<file path="src/rtl/regfile_sb_if.sv">
// Bundles the register file's pipeline-side signals: writeback, MEM/EX forwarding,
// load scoreboard control, ID read ports and their results.
interface regfile_sb_if #(
  parameter int XLEN = 32,
  parameter int NREG = 32,
  parameter int NRP  = 2
) ();
  localparam int AW = $clog2(NREG);

  logic              wb_we_i;
  logic [AW-1:0]     wb_waddr_i;
  logic [XLEN-1:0]   wb_wdata_i;
  logic              wb_ld_i;
  logic              mem_we_i;
  logic [AW-1:0]     mem_waddr_i;
  logic [XLEN-1:0]   mem_wdata_i;
  logic              ex_we_i;
  logic [AW-1:0]     ex_waddr_i;
  logic [XLEN-1:0]   ex_alu_i;
  logic              ld_issue_i;
  logic [AW-1:0]     ld_rd_i;
  logic              flush_i;
  logic [NRP-1:0]    id_re_i;
  logic [NRP*AW-1:0] id_raddr_i;
  logic [NRP*XLEN-1:0] rdata_o;
  logic              stall_o;
  logic [NREG-1:0]   pending_o;

  modport master (
    output wb_we_i, wb_waddr_i, wb_wdata_i, wb_ld_i,
    output mem_we_i, mem_waddr_i, mem_wdata_i,
    output ex_we_i, ex_waddr_i, ex_alu_i,
    output ld_issue_i, ld_rd_i, flush_i,
    output id_re_i, id_raddr_i,
    input  rdata_o, stall_o, pending_o
  );

  modport slave (
    input  wb_we_i, wb_waddr_i, wb_wdata_i, wb_ld_i,
    input  mem_we_i, mem_waddr_i, mem_wdata_i,
    input  ex_we_i, ex_waddr_i, ex_alu_i,
    input  ld_issue_i, ld_rd_i, flush_i,
    input  id_re_i, id_raddr_i,
    output rdata_o, stall_o, pending_o
  );
endinterface

</file>
<file path="src/rtl/regfile_sb.sv">
// Integer register file with EX/MEM/WB forwarding and a pending-load scoreboard.
// Define REGFILE_WB_BYPASS_EN to forward the writeback stage to same-cycle reads.
module regfile_sb #(
  parameter int XLEN = 32,
  parameter int NREG = 32,
  parameter int NRP  = 2
) (
  input  logic         clk,
  input  logic         rst,
  regfile_sb_if.slave  bus
);
  localparam int AW = $clog2(NREG);

  logic [XLEN-1:0] regs_q [NREG];
  logic [XLEN-1:0] regs_d [NREG];
  logic [NREG-1:0] pend_q;
  logic [NREG-1:0] pend_d;

  logic            wb_wr;
  logic            wb_ld_clr;
  logic            ld_set;

  assign wb_wr     = bus.wb_we_i && (bus.wb_waddr_i != '0);
  assign wb_ld_clr = bus.wb_we_i && bus.wb_ld_i;
  assign ld_set    = bus.ld_issue_i && (bus.ld_rd_i != '0);

  always_comb begin
    regs_d = regs_q;
    if (wb_wr) begin
      regs_d[bus.wb_waddr_i] = bus.wb_wdata_i;
    end
  end

  // Set is applied last so a newer load wins over a same-cycle WB clear.
  always_comb begin
    pend_d = pend_q;
    if (bus.flush_i) begin
      pend_d = '0;
    end else if (wb_ld_clr) begin
      pend_d[bus.wb_waddr_i] = 1'b0;
    end
    if (ld_set) begin
      pend_d[bus.ld_rd_i] = 1'b1;
    end
    pend_d[0] = 1'b0;
  end

  always_ff @(posedge clk or negedge rst) begin
    if (!rst) begin
      for (int i = 0; i < NREG; i++) begin
        regs_q[i] <= '0;
      end
      pend_q <= '0;
    end else begin
      for (int i = 0; i < NREG; i++) begin
        regs_q[i] <= regs_d[i];
      end
      pend_q <= pend_d;
    end
  end

  logic [NRP-1:0]      port_stall;
  logic [NRP*XLEN-1:0] rdata_all;

  genvar p;
  generate
    for (p = 0; p < NRP; p++) begin : g_rp
      logic [AW-1:0]   ra;
      logic            re;
      logic            ex_hit;
      logic            mem_hit;
      logic            wb_hit;
      logic            pend_hit;
      logic            stall;
      logic [XLEN-1:0] data;

      assign ra      = bus.id_raddr_i[p*AW +: AW];
      assign re      = bus.id_re_i[p] && (ra != '0);
      assign ex_hit  = bus.ex_we_i  && (bus.ex_waddr_i  == ra);
      assign mem_hit = bus.mem_we_i && (bus.mem_waddr_i == ra);
      assign wb_hit  = bus.wb_we_i  && (bus.wb_waddr_i  == ra);
`ifdef REGFILE_WB_BYPASS_EN
      assign pend_hit = pend_q[ra] && !(wb_ld_clr && (bus.wb_waddr_i == ra));
`else
      assign pend_hit = pend_q[ra];
`endif

      always_comb begin
        data  = '0;
        stall = 1'b0;
        if (re) begin
          if (pend_hit) begin
            stall = 1'b1;
          end else if (ex_hit) begin
            data = bus.ex_alu_i;
          end else if (mem_hit) begin
            data = bus.mem_wdata_i;
          end else if (wb_hit) begin
`ifdef REGFILE_WB_BYPASS_EN
            data = bus.wb_wdata_i;
`else
            stall = 1'b1;
`endif
          end else begin
            data = regs_q[ra];
          end
        end
      end

      assign port_stall[p]              = stall;
      assign rdata_all[p*XLEN +: XLEN]  = data;
    end
  endgenerate

  // Forwarded EX/MEM values would otherwise leak through while reset is held.
  assign bus.rdata_o   = rst ? rdata_all : '0;
  assign bus.stall_o   = rst && (|port_stall);
  assign bus.pending_o = pend_q;

endmodule
</file>
<file path="src/flat_wrapper.sv">
// flat-port wrapper written by rule: the top's interface ports become plain ports
module regfile_sb_flat 
#(
  parameter int XLEN = 32,
  parameter int NREG = 32,
  parameter int NRP  = 2
)
  (clk, rst, bus_wb_we_i, bus_wb_waddr_i, bus_wb_wdata_i, bus_wb_ld_i, bus_mem_we_i, bus_mem_waddr_i, bus_mem_wdata_i, bus_ex_we_i, bus_ex_waddr_i, bus_ex_alu_i, bus_ld_issue_i, bus_ld_rd_i, bus_flush_i, bus_id_re_i, bus_id_raddr_i, bus_rdata_o, bus_stall_o, bus_pending_o);
  regfile_sb_if #(.XLEN(XLEN), .NREG(NREG), .NRP(NRP)) bus_i ();
  input  logic clk;
  input  logic rst;
  input wire logic [$bits(bus_i.wb_we_i)-1:0] bus_wb_we_i;
  input wire logic [$bits(bus_i.wb_waddr_i)-1:0] bus_wb_waddr_i;
  input wire logic [$bits(bus_i.wb_wdata_i)-1:0] bus_wb_wdata_i;
  input wire logic [$bits(bus_i.wb_ld_i)-1:0] bus_wb_ld_i;
  input wire logic [$bits(bus_i.mem_we_i)-1:0] bus_mem_we_i;
  input wire logic [$bits(bus_i.mem_waddr_i)-1:0] bus_mem_waddr_i;
  input wire logic [$bits(bus_i.mem_wdata_i)-1:0] bus_mem_wdata_i;
  input wire logic [$bits(bus_i.ex_we_i)-1:0] bus_ex_we_i;
  input wire logic [$bits(bus_i.ex_waddr_i)-1:0] bus_ex_waddr_i;
  input wire logic [$bits(bus_i.ex_alu_i)-1:0] bus_ex_alu_i;
  input wire logic [$bits(bus_i.ld_issue_i)-1:0] bus_ld_issue_i;
  input wire logic [$bits(bus_i.ld_rd_i)-1:0] bus_ld_rd_i;
  input wire logic [$bits(bus_i.flush_i)-1:0] bus_flush_i;
  input wire logic [$bits(bus_i.id_re_i)-1:0] bus_id_re_i;
  input wire logic [$bits(bus_i.id_raddr_i)-1:0] bus_id_raddr_i;
  output wire logic [$bits(bus_i.rdata_o)-1:0] bus_rdata_o;
  output wire logic [$bits(bus_i.stall_o)-1:0] bus_stall_o;
  output wire logic [$bits(bus_i.pending_o)-1:0] bus_pending_o;
  assign bus_i.wb_we_i = bus_wb_we_i;
  assign bus_i.wb_waddr_i = bus_wb_waddr_i;
  assign bus_i.wb_wdata_i = bus_wb_wdata_i;
  assign bus_i.wb_ld_i = bus_wb_ld_i;
  assign bus_i.mem_we_i = bus_mem_we_i;
  assign bus_i.mem_waddr_i = bus_mem_waddr_i;
  assign bus_i.mem_wdata_i = bus_mem_wdata_i;
  assign bus_i.ex_we_i = bus_ex_we_i;
  assign bus_i.ex_waddr_i = bus_ex_waddr_i;
  assign bus_i.ex_alu_i = bus_ex_alu_i;
  assign bus_i.ld_issue_i = bus_ld_issue_i;
  assign bus_i.ld_rd_i = bus_ld_rd_i;
  assign bus_i.flush_i = bus_flush_i;
  assign bus_i.id_re_i = bus_id_re_i;
  assign bus_i.id_raddr_i = bus_id_raddr_i;
  assign bus_rdata_o = bus_i.rdata_o;
  assign bus_stall_o = bus_i.stall_o;
  assign bus_pending_o = bus_i.pending_o;
  regfile_sb #(.XLEN(XLEN), .NREG(NREG), .NRP(NRP)) u_core (.clk(clk), .rst(rst), .bus(bus_i));
endmodule
</file>
<file path="config.mk">
export PLATFORM = sky130hd
export DESIGN_NAME = regfile_sb_flat
export DESIGN_NICKNAME = d
export VERILOG_FILES = /design/src/rtl/regfile_sb_if.sv /design/src/rtl/regfile_sb.sv /design/src/flat_wrapper.sv
export SDC_FILE = /design/constraint.sdc
export NUM_CORES = 2
export LEC_CHECK = 0
export ABC_AREA = 0
export CAP_MARGIN = 10
export CORE_MARGIN = 3
export CORE_UTILIZATION = 40
export CTS_BUF_LIST = sky130_fd_sc_hd__clkbuf_8 sky130_fd_sc_hd__clkbuf_16
export CTS_CLUSTER_SIZE = 8
export DETAILED_ROUTE_END_ITERATION = 10
export GPL_TIMING_DRIVEN = 0
export MAX_ROUTING_LAYER = met4
export SLEW_MARGIN = 15
export SYNTH_ARGS = -nofsm -noshare
export SYNTH_HDL_FRONTEND = slang
export SYNTH_SLANG_ARGS = --single-unit
export TNS_END_PERCENT = 30
</file>
<file path="constraint.sdc">
create_clock -name clk -period 13.64 [get_ports clk]
set_input_delay 4.092 -clock clk [delete_from_list [all_inputs] [get_ports clk]]
set_output_delay 4.092 -clock clk [all_outputs]
set_load 0.03 [all_outputs]
</file>
# [Word level (Yosys, flattened, before mapping)]
# Cells that the tools add are included.
[word_totals] register_bits=1055 input_bits=136 word_cells=116
[op_classes] n_lt_le_gt_ge=10 eq_ne=6 mux=41 n_bitwise=6 reduce_logical=20
[ops] operator="1024-bit bitwise mux" n=1
[ops] operator="32-bit two-way mux" n=18
[ops] operator="32-bit binary-select mux with 5-bit select" n=2
[ops] operator="32-bit demux with 5-bit select" n=1
[ops] operator="64-bit two-way mux" n=1
[ops] operator="32-bit bitwise AND" n=1
[ops] operator="32-bit inverter" n=1
[ops] operator="32-bit bitwise OR" n=1
[ops] operator="5-bit equality test" n=6
[ops] operator="5-bit by 6-bit < comparator with 1-bit output, second input constant" n=4
[ops] operator="5-bit nonzero test" n=4
[ops] operator="6-bit greater-or-equal comparator, second input constant" n=3
[ops] operator="5-bit inverter with 6-bit output" n=3
[ops] operator="1-bit logical AND" n=15
[ops] operator="1-bit two-way mux" n=14
[ops] operator="1-bit binary-select mux with 5-bit select" n=2
[ops] operator="1-bit demux with 5-bit select" n=2
[ops] operator="5-bit by 1-bit greater-or-equal comparator with 1-bit output, second input constant" n=2
[ops] operator="6-bit by 1-bit < comparator with 1-bit output, second input constant" n=1
[ops] operator="2-bit OR reduction" n=1

# [Depth between registers and ports, before layout]
[logic_depth] word_depth=10 ltp_mapped=10

# [Least setup slack after synthesis]
# Ideal clock, no wire load.
[synth_timing] path_type="input port to output port" start="input bus_id_raddr_i[0]" end="output bus_rdata_o[31]" t_arrival_ns=6.568 path_slack_ns=2.980 cell_stages=9 path_buffers=4 cell_sequence="buf_2 > buf_6 > xor2_1 > nor4_1 > and3_1 > clkbuf_1 > clkbuf_1 > a221oi_1 > nor4_1"
[synth_via] elab_chain_cells=10 elab_cells_between_ends=20
[synth_rtl] element="start, declared" line="flat_wrapper.sv:26" source="input wire logic [$bits(bus_i.id_raddr_i)-1:0] bus_id_raddr_i;"
[synth_rtl] element="5-bit inverter with 6-bit output (implied by the code)" line="regfile_sb.sv:105" source="data = regs_q[ra];"
[synth_rtl] element="32-bit binary-select mux with 5-bit select" line="regfile_sb.sv:105"
[synth_rtl] element="32-bit two-way mux (implied by the code) (2 in a row)" line="regfile_sb.sv:105"
[synth_rtl] element="32-bit two-way mux" line="regfile_sb.sv:98" source="end else if (wb_hit) begin"
[synth_rtl] element="32-bit two-way mux" line="regfile_sb.sv:96" source="end else if (mem_hit) begin"
[synth_rtl] element="32-bit two-way mux" line="regfile_sb.sv:94" source="end else if (ex_hit) begin"
[synth_rtl] element="32-bit two-way mux" line="regfile_sb.sv:92" source="if (pend_hit) begin"
[synth_rtl] element="32-bit two-way mux (*)" line="regfile_sb.sv:91" source="if (re) begin"
[synth_rtl] element="64-bit two-way mux (*)" line="regfile_sb.sv:116" source="assign bus.rdata_o = rst ? rdata_all : '0;"
[synth_rtl] element="end, declared" line="flat_wrapper.sv:27" source="output wire logic [$bits(bus_i.rdata_o)-1:0] bus_rdata_o;"
# Mark *: on every way between the ends. The rest lies on a longest branch, timed or not. The select of a mux whose other input is x is not followed.

# [Final worst setup path]
[layout_timing] start="input bus_id_raddr_i[1]" end="output bus_rdata_o[16]"
# The elaborated chain is that of the path after synthesis.

==> impl_results.md <==
* Worst-case clock skew at 0 ns
* Switching part of the total power at 0.290
* Critical path buffer and inverter count at 6
* Detail Placement HPWL at 176,000 µm
* Net switching power at 0.00279 W
* Launching element type of the critical path: input port
* Most common cell after layout, fill and taps aside: dfrtp_1
* Net count after synthesis at 4,078
* Highest fanout seen on the critical path at 10
* Main combinational cell family by area after synthesis: multiplexers
* Data arrival time of the worst path at 9.75 ns
* Terminating pin of the worst hold path: u_core.regs_q[1004]
* Unrepaired setup endpoints after global routing: no
* Routed WL per cell at 41.5 µm
* Actual slew at the worst max-slew pin at 1.46 ns
* Internal power at 0.00683 W
* Setup slack on the worst flop-to-flop path at 12.71 ns
* Initial antenna violation count at 7
* Die Y at 385 µm
* Fraction of registers with async set/reset at 1.00
* 1st-pass router iterations at 6
* Initial core utilization at 0.404
* Worst skew pair latency at 0.79 ns
* Result of the run: finished with violations
* Number of standard-cell rows in the floorplan at 138
* Total power divided by cell area at 145 nW/µm²
* TritonCTS clock tree: built
* Clock tree sinks at 1,055
* Fraction of the mapped netlist area in adder cells at 0
* Proportion of layout cells with a drive suffix above 1 at 0.454
* Final instance count without filler cells at 6,242
* Relative max-transition margin at 0.0296
* Die Area at 148,000 µm²
* Kind of cell adding the most delay to the critical path: buffers and inverters
* Final number of setup-violating endpoints at 1
* Number of max-cap violations at 0
* Hold violation count in the final report at 0
* Root Buffer Master: clkbuf_16
* Routed vias at 43,346
* Type of the worst setup path: in2out
* Crit-path max cell delay at 1.23 ns
* Starting DRC count in detailed routing at 6,214
* # nets final at 4,463
* Simple-gate share of the synthesized area at 0.0288
* Total CTS buffers at 150
* Xor and xnor fraction of the mapped netlist area at 0.00457
* Number of top-level pins at 233
* Distinct cells, synth at 57
* Count of buffers from port buffering at 218
* H-tree depth at 4
* Count of warnings emitted by yosys at 0
* Die X at 385 µm
* Endpoint kind of the worst setup timing path: primary output
* Sequential share of power at 0.433
* DRC violations left at 0
* Series of cell instances along the critical path: clkdlybuf4s50_1 > buf_2 > buf_4 > buf_4 > nand2b_1 > clkbuf_1 > o22ai_1 > o41ai_1 > o221a_2 > clkdlybuf4s50_1
* Count of antenna-violating nets left after detailed routing at 0
* Number of global-route vias before repair at 43,127
* Cell total after placement at 6,065
* Violations in the final reports: setup timing
* Final period utilization at 1.01
* Crit path time final at 13.84 ns
* Synthesized area per cell at 14.6 µm²
* Post-Syn Area at 57,400 µm²
* Total global routing track utilization at 0.359
* R2r worst-path depth at 3
* Number of enable-type register cells in the synthesized netlist at 0
* Gate count after technology mapping at 3,942
* Top_reg_cell synth: dfrtp_1
* Area added between synthesis and finish at 15.7%
* Post-CTS Repair Setup Buffers at 0
* Slowest cell on the critical path: o41ai_1
* Sequential share of the synthesized area at 0.460
* Floorplan Core Area at 142,000 µm²
* Mux cell area share after synthesis at 0.414
* Pin count of the biggest net entering global routing at 155
* RePlAce Congestion at 0.988
* Maximum buffer depth of the clock tree at 3
* Start of the worst register-to-register path: u_core.bus.pending_o[29]
* Endpoint of the most critical register-to-register path: u_core.bus.pending_o[29]
* Total global routing overflow at 0
* Share of total power in the clock network at 0.355
* Global-route wire length before repair at 353,000 µm
* Seq cells post-synth at 1,055
* Fill cell instance count of the final layout at 12,642
* Combinational power share at 0.212
* Path class of the lowest-slack min-delay path: reg2reg
* Max IR drop VDD at 0.142 mV
* Detail-routed via count per cell at 6.94
* Post-route worst hold slack at 0.479 ns
* Hold Crit Start: u_core.regs_q[1004]
* Leading cell types in the layout, fill and taps excluded: 1,055 x dfrtp_1, 998 x mux2_2, 518 x mux4_2, 234 x clkbuf_1, 217 x clkdlybuf4s50_1
* FMAX at 0.0723 GHz
* Count of pins over their slew limit at 0
* Crit path setup slack, layout at -0.198 ns
* CTS clk-pin slew, worst paths at 0.04 ns
* Static power due to leakage at 27.7 nW
* Post-synthesis compound-gate area fraction at 0.0585
* Overall routed net length at 259,000 µm
* Required time worst endpoint at 9.55 ns
* Number of cells on the worst hold path at 1
-- power groups by stage --
| stage | clock [W] | sequential, W | combinational (W) |
|---|---|---|---|
| 2_1_floorplan | 0 | 0.00402 | 0.00142 |
| 3_3_place_gp | 0 | 0.00417 | 0.00196 |
| 3_5_place_dp | 0 | 0.00418 | 0.00200 |
| 4_1_cts | 0.00343 | 0.00413 | 0.00201 |
| 5_1_grt | 0.00354 | 0.00421 | 0.00213 |
| 6_report | 0.00341 | 0.00416 | 0.00204 |
-- cell usage after synthesis (18+ instances only) --
library cell,number,share of area
a22oi_1,90,0.012
nor2b_1,69,0.0075
clkbuf_1,307,0.020
nor2_1,78,0.0051
dfrtp_1,1055,0.46
o221a_2,31,0.0061
o21ai_0,59,0.0051
mux4_2,518,0.20
buf_2,113,0.0098
nand2_1,82,0.0054
a211oi_1,80,0.010
mux2i_1,85,0.015
o22ai_1,82,0.0089
nand3_1,18,0.0016
mux2_2,998,0.20
a21oi_1,42,0.0037
xor2_1,24,0.0037
o41ai_1,31,0.0047
buf_4,29,0.0038
-- sequential cells by signal (all words and copies together) (netlist names) --
signal	cells
u_core.bus.pending_o	31
u_core.regs_q	1024
-- worst max-delay path by stage --
stage / start / to / cells past startpoint
final: bus_id_raddr_i[1] / bus_rdata_o[16] / 10
after global routing: bus_id_raddr_i[1] / bus_rdata_o[16] / 10
after CTS: bus_id_raddr_i[1] / bus_rdata_o[16] / 10
after detailed placement: bus_id_raddr_i[1] / bus_rdata_o[16] / 10
after global placement: rst / bus_rdata_o[41] / 7
after floorplan: bus_id_raddr_i[0] / bus_rdata_o[31] / 9
-- stage by stage --
| stage | utilization | worst slack (ns) | area, µm² | TNS, ns | total power [W] |
|---|---|---|---|---|---|
| global route | 0.468 | 0.134 | 66500 | 0 | 0.00989 |
| finish | 0.468 | -0.198 | 66500 | -0.198 | 0.00962 |
| global placement | 0.436 | -41.39 | 62000 | - | 0.00613 |
| floorplan | - | 2.98 | 57400 | 0 | 0.00544 |
| CTS | 0.467 | 0.181 | 66400 | 0 | 0.00957 |
| detailed placement | 0.439 | 0.191 | 62400 | 0 | 0.00618 |
-- logic make-up (layout without fill, tap and decap cells) --
kind of cell              after synthesis  in the layout
other                                   1              9
xor gates and xnor gates               30             30
buffers and inverters                 465            867
AOI/OAI and AO/OA                     466            466
muxes                                1601           1601
DFF                                  1055           1055
and+or+nand+nor                       324            324
-- layout make-up --
class | count | area, µm² | area share
clock buffer | 155 | 3880 | 0.0584
sequential | 1055 | 26400 | 0.397
multi-input combinational | 2422 | 29100 | 0.437
inverter | 4 | 15.0 | 0.000226
timing repair buffer | 233 | 2490 | 0.0375
clock inverter | 14 | 130 | 0.00196
buffer | 461 | 2090 | 0.0314
antenna | 8 | 20.0 | 0.000301
tap | 1890 | 2360 | 0.0356
-- routing by layer --
| metal | share of wire | global-route usage |
|---|---|---|
| met5 | 0 | - |
| met4 | 0.078 | 0.227 |
| met3 | 0.13 | 0.131 |
| met2 | 0.42 | 0.491 |
| met1 | 0.37 | 0.449 |
-- repair_timing --
| action | CTS | global route |
|---|---|---|
| gates resized for setup | 0 | 1 |
| hold endpoints to repair | 0 | 0 |
| setup endpoints to repair | 0 | 1 |
| hold buffers | 0 | 0 |
Note: power is estimated with default switching activity, not from simulation.
